## config.mk

```make
export PLATFORM = sky130hd
export DESIGN_NAME = pwl_eval_ctrl
export DESIGN_NICKNAME = d
export VERILOG_FILES = /design/src/rtl/pwl_eval_ctrl.sv
export SDC_FILE = /design/constraint.sdc
export NUM_CORES = 2
export LEC_CHECK = 0
export CORE_MARGIN = 2
export CORE_UTILIZATION = 45
export CTS_CLUSTER_DIAMETER = 150
export DETAILED_ROUTE_END_ITERATION = 10
export REMOVE_ABC_BUFFERS = 1
export SLEW_MARGIN = 20
export SYNTH_ARGS = -nofsm -noshare
export SYNTH_HDL_FRONTEND = slang
export SYNTH_SLANG_ARGS = --single-unit
```

## constraint.sdc

```tcl
create_clock -name clk -period 20.8 [get_ports clk]
set_input_delay 4.16 -clock clk [delete_from_list [all_inputs] [get_ports clk]]
set_output_delay 4.16 -clock clk [all_outputs]
set_load 0.02 [all_outputs]
```

## src/rtl/pwl_eval_ctrl.sv

```systemverilog
`default_nettype none
// ============================================================================
//  Module   : pwl_eval_ctrl
//  Purpose  : Sequencer and configuration owner for a 5-segment piecewise-
//             linear evaluator.  Holds breakpoints x1..x4 and slope/intercept
//             pairs (m1..m5, c1..c5) and streams signed samples through a
//             3-stage pipeline: region select -> multiply -> shift/add/sat.
//  Ports    :
//    clk, rst_n            clock, asynchronous active-low reset
//    en                    level run request; deassert to drain and stop
//    cfg_we/addr/wdata     configuration write port (accepted in IDLE only)
//    cfg_err               one-cycle pulse on rejected write or start
//    in_valid/ready/data   sample input handshake
//    out_valid/ready       result output handshake
//    out_data/region/sat   result y = m*x + c, its region 1..5, clamp flag
//    busy                  controller not idle
//    out_count             delivered result counter (wraps)
//  Revision : 1.0  initial release
// ============================================================================
module pwl_eval_ctrl #(
    parameter int W         = 32,
    parameter int FRAC_BITS = 16,
    parameter int CNT_W     = 16
) (
    input  logic             clk,
    input  logic             rst_n,
    input  logic             en,
    input  logic             cfg_we,
    input  logic [3:0]       cfg_addr,
    input  logic [W-1:0]     cfg_wdata,
    output logic             cfg_err,
    input  logic             in_valid,
    output logic             in_ready,
    input  logic [W-1:0]     in_data,
    output logic             out_valid,
    input  logic             out_ready,
    output logic [W-1:0]     out_data,
    output logic [2:0]       out_region,
    output logic             out_sat,
    output logic             busy,
    output logic [CNT_W-1:0] out_count
);

    localparam logic [3:0] ADDR_M_BASE = 4'd4;
    localparam logic [3:0] ADDR_C_BASE = 4'd9;
    localparam logic [3:0] ADDR_RSVD   = 4'd14;

    typedef enum logic [1:0] {
        ST_IDLE  = 2'd0,
        ST_RUN   = 2'd1,
        ST_DRAIN = 2'd2
    } state_t;

    state_t state_q, state_d;

    // ------------------------------------------------------------------
    // Configuration registers
    // ------------------------------------------------------------------
    logic signed [W-1:0] x_q [4];
    logic signed [W-1:0] m_q [5];
    logic signed [W-1:0] c_q [5];

    logic en_q;
    logic cfg_err_q, cfg_err_d;

    logic w_ordered;
    logic w_cfg_wr;
    logic w_adv;
    logic w_acc;
    logic w_pipe_any;

    // Pipeline registers
    logic                  s1_v_q;
    logic signed [W-1:0]   s1_x_q, s1_m_q, s1_c_q;
    logic [2:0]            s1_r_q;
    logic                  s2_v_q;
    logic signed [2*W-1:0] s2_p_q;
    logic signed [W-1:0]   s2_c_q;
    logic [2:0]            s2_r_q;
    logic                  out_valid_q;
    logic [W-1:0]          out_data_q;
    logic [2:0]            out_region_q;
    logic                  out_sat_q;
    logic [CNT_W-1:0]      out_count_q;

    assign w_ordered = (x_q[0] < x_q[1]) && (x_q[1] < x_q[2]) && (x_q[2] < x_q[3]);
    assign w_cfg_wr  = cfg_we && (state_q == ST_IDLE) && (cfg_addr < ADDR_RSVD);
    assign w_adv     = !out_valid_q || out_ready;
    assign w_acc     = in_valid && in_ready;
    assign w_pipe_any = s1_v_q || s2_v_q || out_valid_q;

    assign in_ready   = w_adv && (state_q == ST_RUN);
    assign busy       = (state_q != ST_IDLE);
    assign cfg_err    = cfg_err_q;
    assign out_valid  = out_valid_q;
    assign out_data   = out_data_q;
    assign out_region = out_region_q;
    assign out_sat    = out_sat_q;
    assign out_count  = out_count_q;

    // ------------------------------------------------------------------
    // Controller
    // ------------------------------------------------------------------
    always_comb begin
        state_d = state_q;
        case (state_q)
            ST_IDLE:  if (en && w_ordered) state_d = ST_RUN;
            ST_RUN:   if (!en) state_d = ST_DRAIN;
            // Config cannot change outside IDLE, so the ordering that was
            // valid on entry to RUN still holds for a re-entry from DRAIN.
            ST_DRAIN: begin
                if (en)               state_d = ST_RUN;
                else if (!w_pipe_any) state_d = ST_IDLE;
            end
            default:  state_d = ST_IDLE;
        endcase
    end

    always_comb begin
        cfg_err_d = 1'b0;
        if (cfg_we && ((state_q != ST_IDLE) || (cfg_addr >= ADDR_RSVD)))
            cfg_err_d = 1'b1;
        // Only a rising edge of en reports a bad start, so a held request
        // against bad breakpoints produces a single pulse.
        if ((state_q == ST_IDLE) && en && !en_q && !w_ordered)
            cfg_err_d = 1'b1;
    end

    always_ff @(posedge clk or negedge rst_n) begin
        if (!rst_n) begin
            state_q   <= ST_IDLE;
            en_q      <= 1'b0;
            cfg_err_q <= 1'b0;
        end else begin
            state_q   <= state_d;
            en_q      <= en;
            cfg_err_q <= cfg_err_d;
        end
    end

    always_ff @(posedge clk or negedge rst_n) begin
        if (!rst_n) begin
            for (int i = 0; i < 4; i++) x_q[i] <= '0;
            for (int i = 0; i < 5; i++) begin
                m_q[i] <= '0;
                c_q[i] <= '0;
            end
        end else if (w_cfg_wr) begin
            for (int i = 0; i < 4; i++)
                if (cfg_addr == 4'(i)) x_q[i] <= cfg_wdata;
            for (int i = 0; i < 5; i++) begin
                if (cfg_addr == ADDR_M_BASE + 4'(i)) m_q[i] <= cfg_wdata;
                if (cfg_addr == ADDR_C_BASE + 4'(i)) c_q[i] <= cfg_wdata;
            end
        end
    end

    // ------------------------------------------------------------------
    // Stage 1: region select (equal-to-breakpoint falls in upper region)
    // ------------------------------------------------------------------
    logic signed [W-1:0] w_x, w_m, w_c;
    logic [2:0]          w_reg;

    assign w_x = $signed(in_data);

    always_comb begin
        w_reg = 3'd1;
        w_m   = m_q[0];
        w_c   = c_q[0];
        if (w_x >= x_q[3]) begin
            w_reg = 3'd5; w_m = m_q[4]; w_c = c_q[4];
        end else if (w_x >= x_q[2]) begin
            w_reg = 3'd4; w_m = m_q[3]; w_c = c_q[3];
        end else if (w_x >= x_q[1]) begin
            w_reg = 3'd3; w_m = m_q[2]; w_c = c_q[2];
        end else if (w_x >= x_q[0]) begin
            w_reg = 3'd2; w_m = m_q[1]; w_c = c_q[1];
        end
    end

    // ------------------------------------------------------------------
    // Stage 2: full-width signed product
    // ------------------------------------------------------------------
    logic signed [2*W-1:0] w_xe, w_me, w_prod;

    assign w_xe   = {{W{s1_x_q[W-1]}}, s1_x_q};
    assign w_me   = {{W{s1_m_q[W-1]}}, s1_m_q};
    assign w_prod = w_xe * w_me;

    // ------------------------------------------------------------------
    // Stage 3: floor shift, add intercept at 2W+1 bits, clamp to W bits
    // ------------------------------------------------------------------
    logic signed [2*W-1:0] w_shift;
    logic        [2*W:0]   w_sum;
    logic                  w_fits;
    logic        [W-1:0]   w_y;

    assign w_shift = s2_p_q >>> FRAC_BITS;
    assign w_sum   = {w_shift[2*W-1], w_shift} + {{(W+1){s2_c_q[W-1]}}, s2_c_q};
    // Representable in W bits iff all bits above the W-bit sign agree with it.
    assign w_fits  = (&w_sum[2*W:W-1]) || !(|w_sum[2*W:W-1]);
    assign w_y     = w_fits      ? w_sum[W-1:0] :
                     w_sum[2*W]  ? {1'b1, {(W-1){1'b0}}} :
                                   {1'b0, {(W-1){1'b1}}};

    always_ff @(posedge clk or negedge rst_n) begin
        if (!rst_n) begin
            s1_v_q       <= 1'b0;
            s1_x_q       <= '0;
            s1_m_q       <= '0;
            s1_c_q       <= '0;
            s1_r_q       <= '0;
            s2_v_q       <= 1'b0;
            s2_p_q       <= '0;
            s2_c_q       <= '0;
            s2_r_q       <= '0;
            out_valid_q  <= 1'b0;
            out_data_q   <= '0;
            out_region_q <= '0;
            out_sat_q    <= 1'b0;
        end else if (w_adv) begin
            s1_v_q <= w_acc;
            if (w_acc) begin
                s1_x_q <= w_x;
                s1_m_q <= w_m;
                s1_c_q <= w_c;
                s1_r_q <= w_reg;
            end
            s2_v_q <= s1_v_q;
            if (s1_v_q) begin
                s2_p_q <= w_prod;
                s2_c_q <= s1_c_q;
                s2_r_q <= s1_r_q;
            end
            // Result fields only change when a new result lands, so they
            // hold their last value across bubbles.
            out_valid_q <= s2_v_q;
            if (s2_v_q) begin
                out_data_q   <= w_y;
                out_region_q <= s2_r_q;
                out_sat_q    <= !w_fits;
            end
        end
    end

    always_ff @(posedge clk or negedge rst_n) begin
        if (!rst_n)
            out_count_q <= '0;
        else if (out_valid_q && out_ready)
            out_count_q <= out_count_q + CNT_W'(1);
    end

endmodule
`default_nettype wire

```

# Word-level counts from Yosys, hierarchy flattened
# Index checks and enable logic that the tools add are counted.
[word_totals]
latchBits = 0
output_inout_bits = 56
n_memories = 0
romBits = 0
inputBits = 74
regBits = 705
ram_bits = 0
elab_cells = 127
[classes]
n_mux = 21
div_mod_pow = 0
n_reduce_logical = 45
magnitude_cmp = 9
n_mul = 1
bitwise_logic = 0
addsub = 2
n_shift = 0
n_eq_ne = 18
[ops]
columns = ["op", "n"]
rows = [
  ["$mux W32", 10],
  ["$ge A32 B32 Y1", 4],
  ["$lt A32 B32 Y1", 3],
  ["$mul A32 B32 Y64", 1],
  ["$add A48 B32 Y49", 1],
  ["$reduce_and A2 Y1", 17],
  ["$reduce_and A34 Y1", 1],
  ["$reduce_or A34 Y1", 1],
  ["$eq A4 B4 Y1 const B", 6],
  ["$add A16 B1 Y16 const B", 1],
  ["$eq A4 B3 Y1 const B", 4],
  ["$logic_and A1 B1 Y1", 12],
  ["$mux W2", 6],
  ["$eq A4 B2 Y1 const B", 2],
  ["$mux W3", 2],
  ["$pmux W2 S3", 1],
  ["$logic_not A1 Y1", 5],
  ["$logic_or A1 B1 Y1", 5],
  ["$eq A4 B1 Y1 const B", 1],
  ["$ge A4 B4 Y1 const B", 1],
  ["$logic_not A4 Y1", 1],
  ["$lt A4 B4 Y1 const B", 1],
  ["$ne A2 B2 Y1 const B", 2],
  ["$ne A3 B3 Y1 const B", 1],
  ["other kinds (6)", 7],
]

# Depth between registers and ports, before layout
[depth]
depth_word = 6
mapped_depth = 29

# Worst setup path before layout
# OpenSTA, ideal clock, no wires.
[synth_timing]
path_type = "input port to output port"
startpoint = "input port out_ready"
endpoint = "output port in_ready"
cell_stages = 2
arrival_time_ns = 4.554
path_buffers = 0
slack_ns = 12.086
cell_sequence = "nor2b_1 nor2_1"
[synth_between]
elab_chain_cells = 2
[synth_lines]
columns = ["element", "line_no", "rtl"]
rows = [
  ["start, declared", "36", "input logic out_ready,"],
  ["$logic_or A1 B1 Y1", "88", "assign w_adv = !out_valid_q || out_ready;"],
  ["$logic_and A1 B1 Y1", "92", "assign in_ready = w_adv && (state_q == ST_RUN);"],
  ["end, declared", "33", "output logic in_ready,"],
]
# No other way between the ends.

# Worst setup path after layout
# Ends and elaborated chain as after synthesis.

==> impl_results.md <==
* Pre-antenna DRT Iters at 5
* Slew Limit Fails at 0
* Top post-synthesis cells by area: fa_1, dfrtp_1, ha_1, inv_1, mux2_2
* Area fraction of the dominant cell type after synthesis at 0.2974
* Global route overflow at 0
* Syn Std Cell Area at 72840 um2
* RSZ-0062 raised after global routing: false
* Hold Path Class: reg -> reg
* H-tree levels at 3
* Headroom to the max-slew limit at 0.2270
* Routed length per instance at 23.17 um
* Post-synthesis sequential area ratio at 0.2367
* Vias in the first global route at 56.53k
* Fin Hold WS at 0.4742 ns
* PortBufs at 129
* # setup viols final at 0
* Clock tree buffer depth at 3
* Compound-gate portion of the synthesized area at 0.09244
* Maximum clock frequency at 100.2 MHz
* CTS Sinks at 689
* Largest family of logic cells by synthesized area: adder cells
* CP Class: in -> out
* Worst setup EP type: primary output
* Initial Util at 0.4537
* Nets at 8945
* Max-cap violation count at 0
* Hold Vio Cnt, Final at 0
* Most common cell after layout, fill and taps aside: inv_1
* Register bit total from synthesis at 689
* Drt first-iter violations at 4094
* CP max stage delay at 0.68 ns
* Syn Area/Cell at 9.770 um2
* Hold-fix buffers, CTS at 0
* Post-synth EDFFs at 0
* Slowest-stage cell, CP: clkdlybuf4s50_1
* Total Routing Usage GR at 0.2755
* Filler cells at 14.88k
* Xor and xnor area share after synthesis at 0.01347
* Most used cell, CP: clkdlybuf4s50_1
* # rows at 147
* Worst skew pair latency at 0.70 ns
* DRC Markers at 0
* TritonCTS Buffers at 80
* Simple-gate area share of the yosys netlist at 0.1418
* WP data required at 16.64 ns
* Min-Delay Endpoint: s1_x_q[22]
* TNS Setup at 0 ns
* Worst R2R Setup Slack at 11.51 ns
* CORE AREA at 160600 um2
* Pin count of the biggest net entering global routing at 149
* CTS tree: built
* RR Endpoint: s2_p_q[61]
* Outcome: completed
* Layout cells sized above 1 at 0.09980
* Most area-hungry cell type in the Yosys netlist: fa_1
* Post-CTS sizing at 0
* Root Buffer: clkbuf_16
* Netlist cell types at 93
* HPWL Detailed at 159.4 mm
* Area grow syn2layout at 8.346%
* First-pass GRT wire length at 344.6 mm
* Final std cells w/o fill at 9571
* Yosys warnings at 0
* Chip Height at 406.3 um
* RePlAce Congestion at 0.9068
* Worst EP arrival at 5.82 ns
* Final Cycle Share at 0.4800
* Commonest cells after routing, fill and taps aside: inv_1, fa_1, nand2_1
* Top Ports at 130
* Setup crit start kind: input port
* CP cell instances: clkdlybuf4s50_1 -> nor2b_1 -> nor2_1 -> clkdlybuf4s50_1
* Inst Count DP at 9417
* Worst Tran Pin Value at 1.159 ns
* Synth Instances at 7456
* Initial antenna violation count at 23
* Die Wd at 406.3 um
* Adder-cell share of the synthesized area at 0.3747
* Routed vias at 53.71k
* Clock-pin slew on the worst setup and hold paths at 0.06 ns
* Worst R2R Path Depth at 25
* Final clock skew at 0.02893 ns
* Die area at 165100 um2
* Hold depth at 2
* Post-CTS setup buffer count at 0
* Post-synthesis mux area share at 0.05725
* Drt via density at 5.611
* Post-Route WL at 221.7 mm
* Worst-path maximum fanout at 3
* FFs w/ async S/R, synth at 1.000
* Worst r2r src: s1_m_q[18]
* Hold Crit Start: s1_x_q[22]
* Main synth FF type: dfrtp_1
* Min Clock Period, post-route at 9.983 ns
* Final ANT Viol Nets at 0
==> critical path: cells and delay by family <==
kind                   cells  cell delay, ns
AND/OR/NAND/NOR            2            0.39
buffers and inverters      2            1.26
==> synth_stat cells, types with 39 or more instances <==
cell type,number
and3_1,75
a2111oi_0,69
o311a_1,63
mux2_2,365
fa_1,1082
dfrtp_1,689
clkbuf_1,380
nor2_1,163
nand3_1,98
or2_2,69
a21o_1,120
o21ai_0,363
inv_1,1161
nand4_1,65
a21oi_1,219
xor2_1,39
ha_1,450
nand2_1,982
and2_1,516
xnor2_1,73
==> stage by stage <==
step	area, um2	setup slack (ns)	util
floorplan	71110	10.17	-
detailed placement	76050	10.80	0.4736
CTS	78910	10.78	0.4914
global route	78910	10.74	0.4914
finish	78920	10.82	0.4915
global placement	76050	10.77	0.4736
==> routing by layer <==
layer,GRT usage,vias up,part of all wire
met5,0,-,0.00051
met4,0.09214,18,0.036
met3,0.05698,391,0.082
met2,0.4327,1869,0.45
met1,0.3807,27850,0.43
li1,-,23580,-
==> kinds of logic after synthesis <==
family	Yosys count
and+or+nand+nor	2118
xor gates and xnor gates	112
adders and majority gates	1532
muxes	371
DFF	689
AOI/OAI and AO/OA	1041
buffers and inverters	1593
==> registers in the layout, summed over array words and instances (netlist names), 16 cells and up <==
signal and count:
out_data 32, c_q 160, s2_c_q 32, out_count 16, s1_m_q 32, m_q 160
x_q 128, s2_p_q 48, s1_c_q 32, s1_x_q 32
==> worst max path at each step <==
| stage | slack, ns | startpoint | end |
|---|---|---|---|
| after detailed placement | 10.80 | out_ready | in_ready |
| after CTS | 10.78 | out_ready | in_ready |
| after global routing | 10.74 | out_ready | in_ready |
| after floorplan | 10.17 | in_data[21] | s1_r_q[0] |
| after global placement | 10.77 | out_ready | in_ready |
| final | 10.82 | out_ready | in_ready |
==> cell type report <==
cell class              instances  area [um2]  share of cell area
inverters                    1162        4362             0.05526
multi-input cells            5174       49640              0.6290
flip-flops and latches        689       17260              0.2187
repair buffers                232        2082             0.02638
clock buffers                 107        2256             0.02858
well taps                    2160        2703             0.03424
diodes                          6       15.01           0.0001902
clock inverters                41       603.1            0.007641
Power is not shown: default switching activity piles up to over one toggle a cycle in this logic, so the estimate is an artifact.
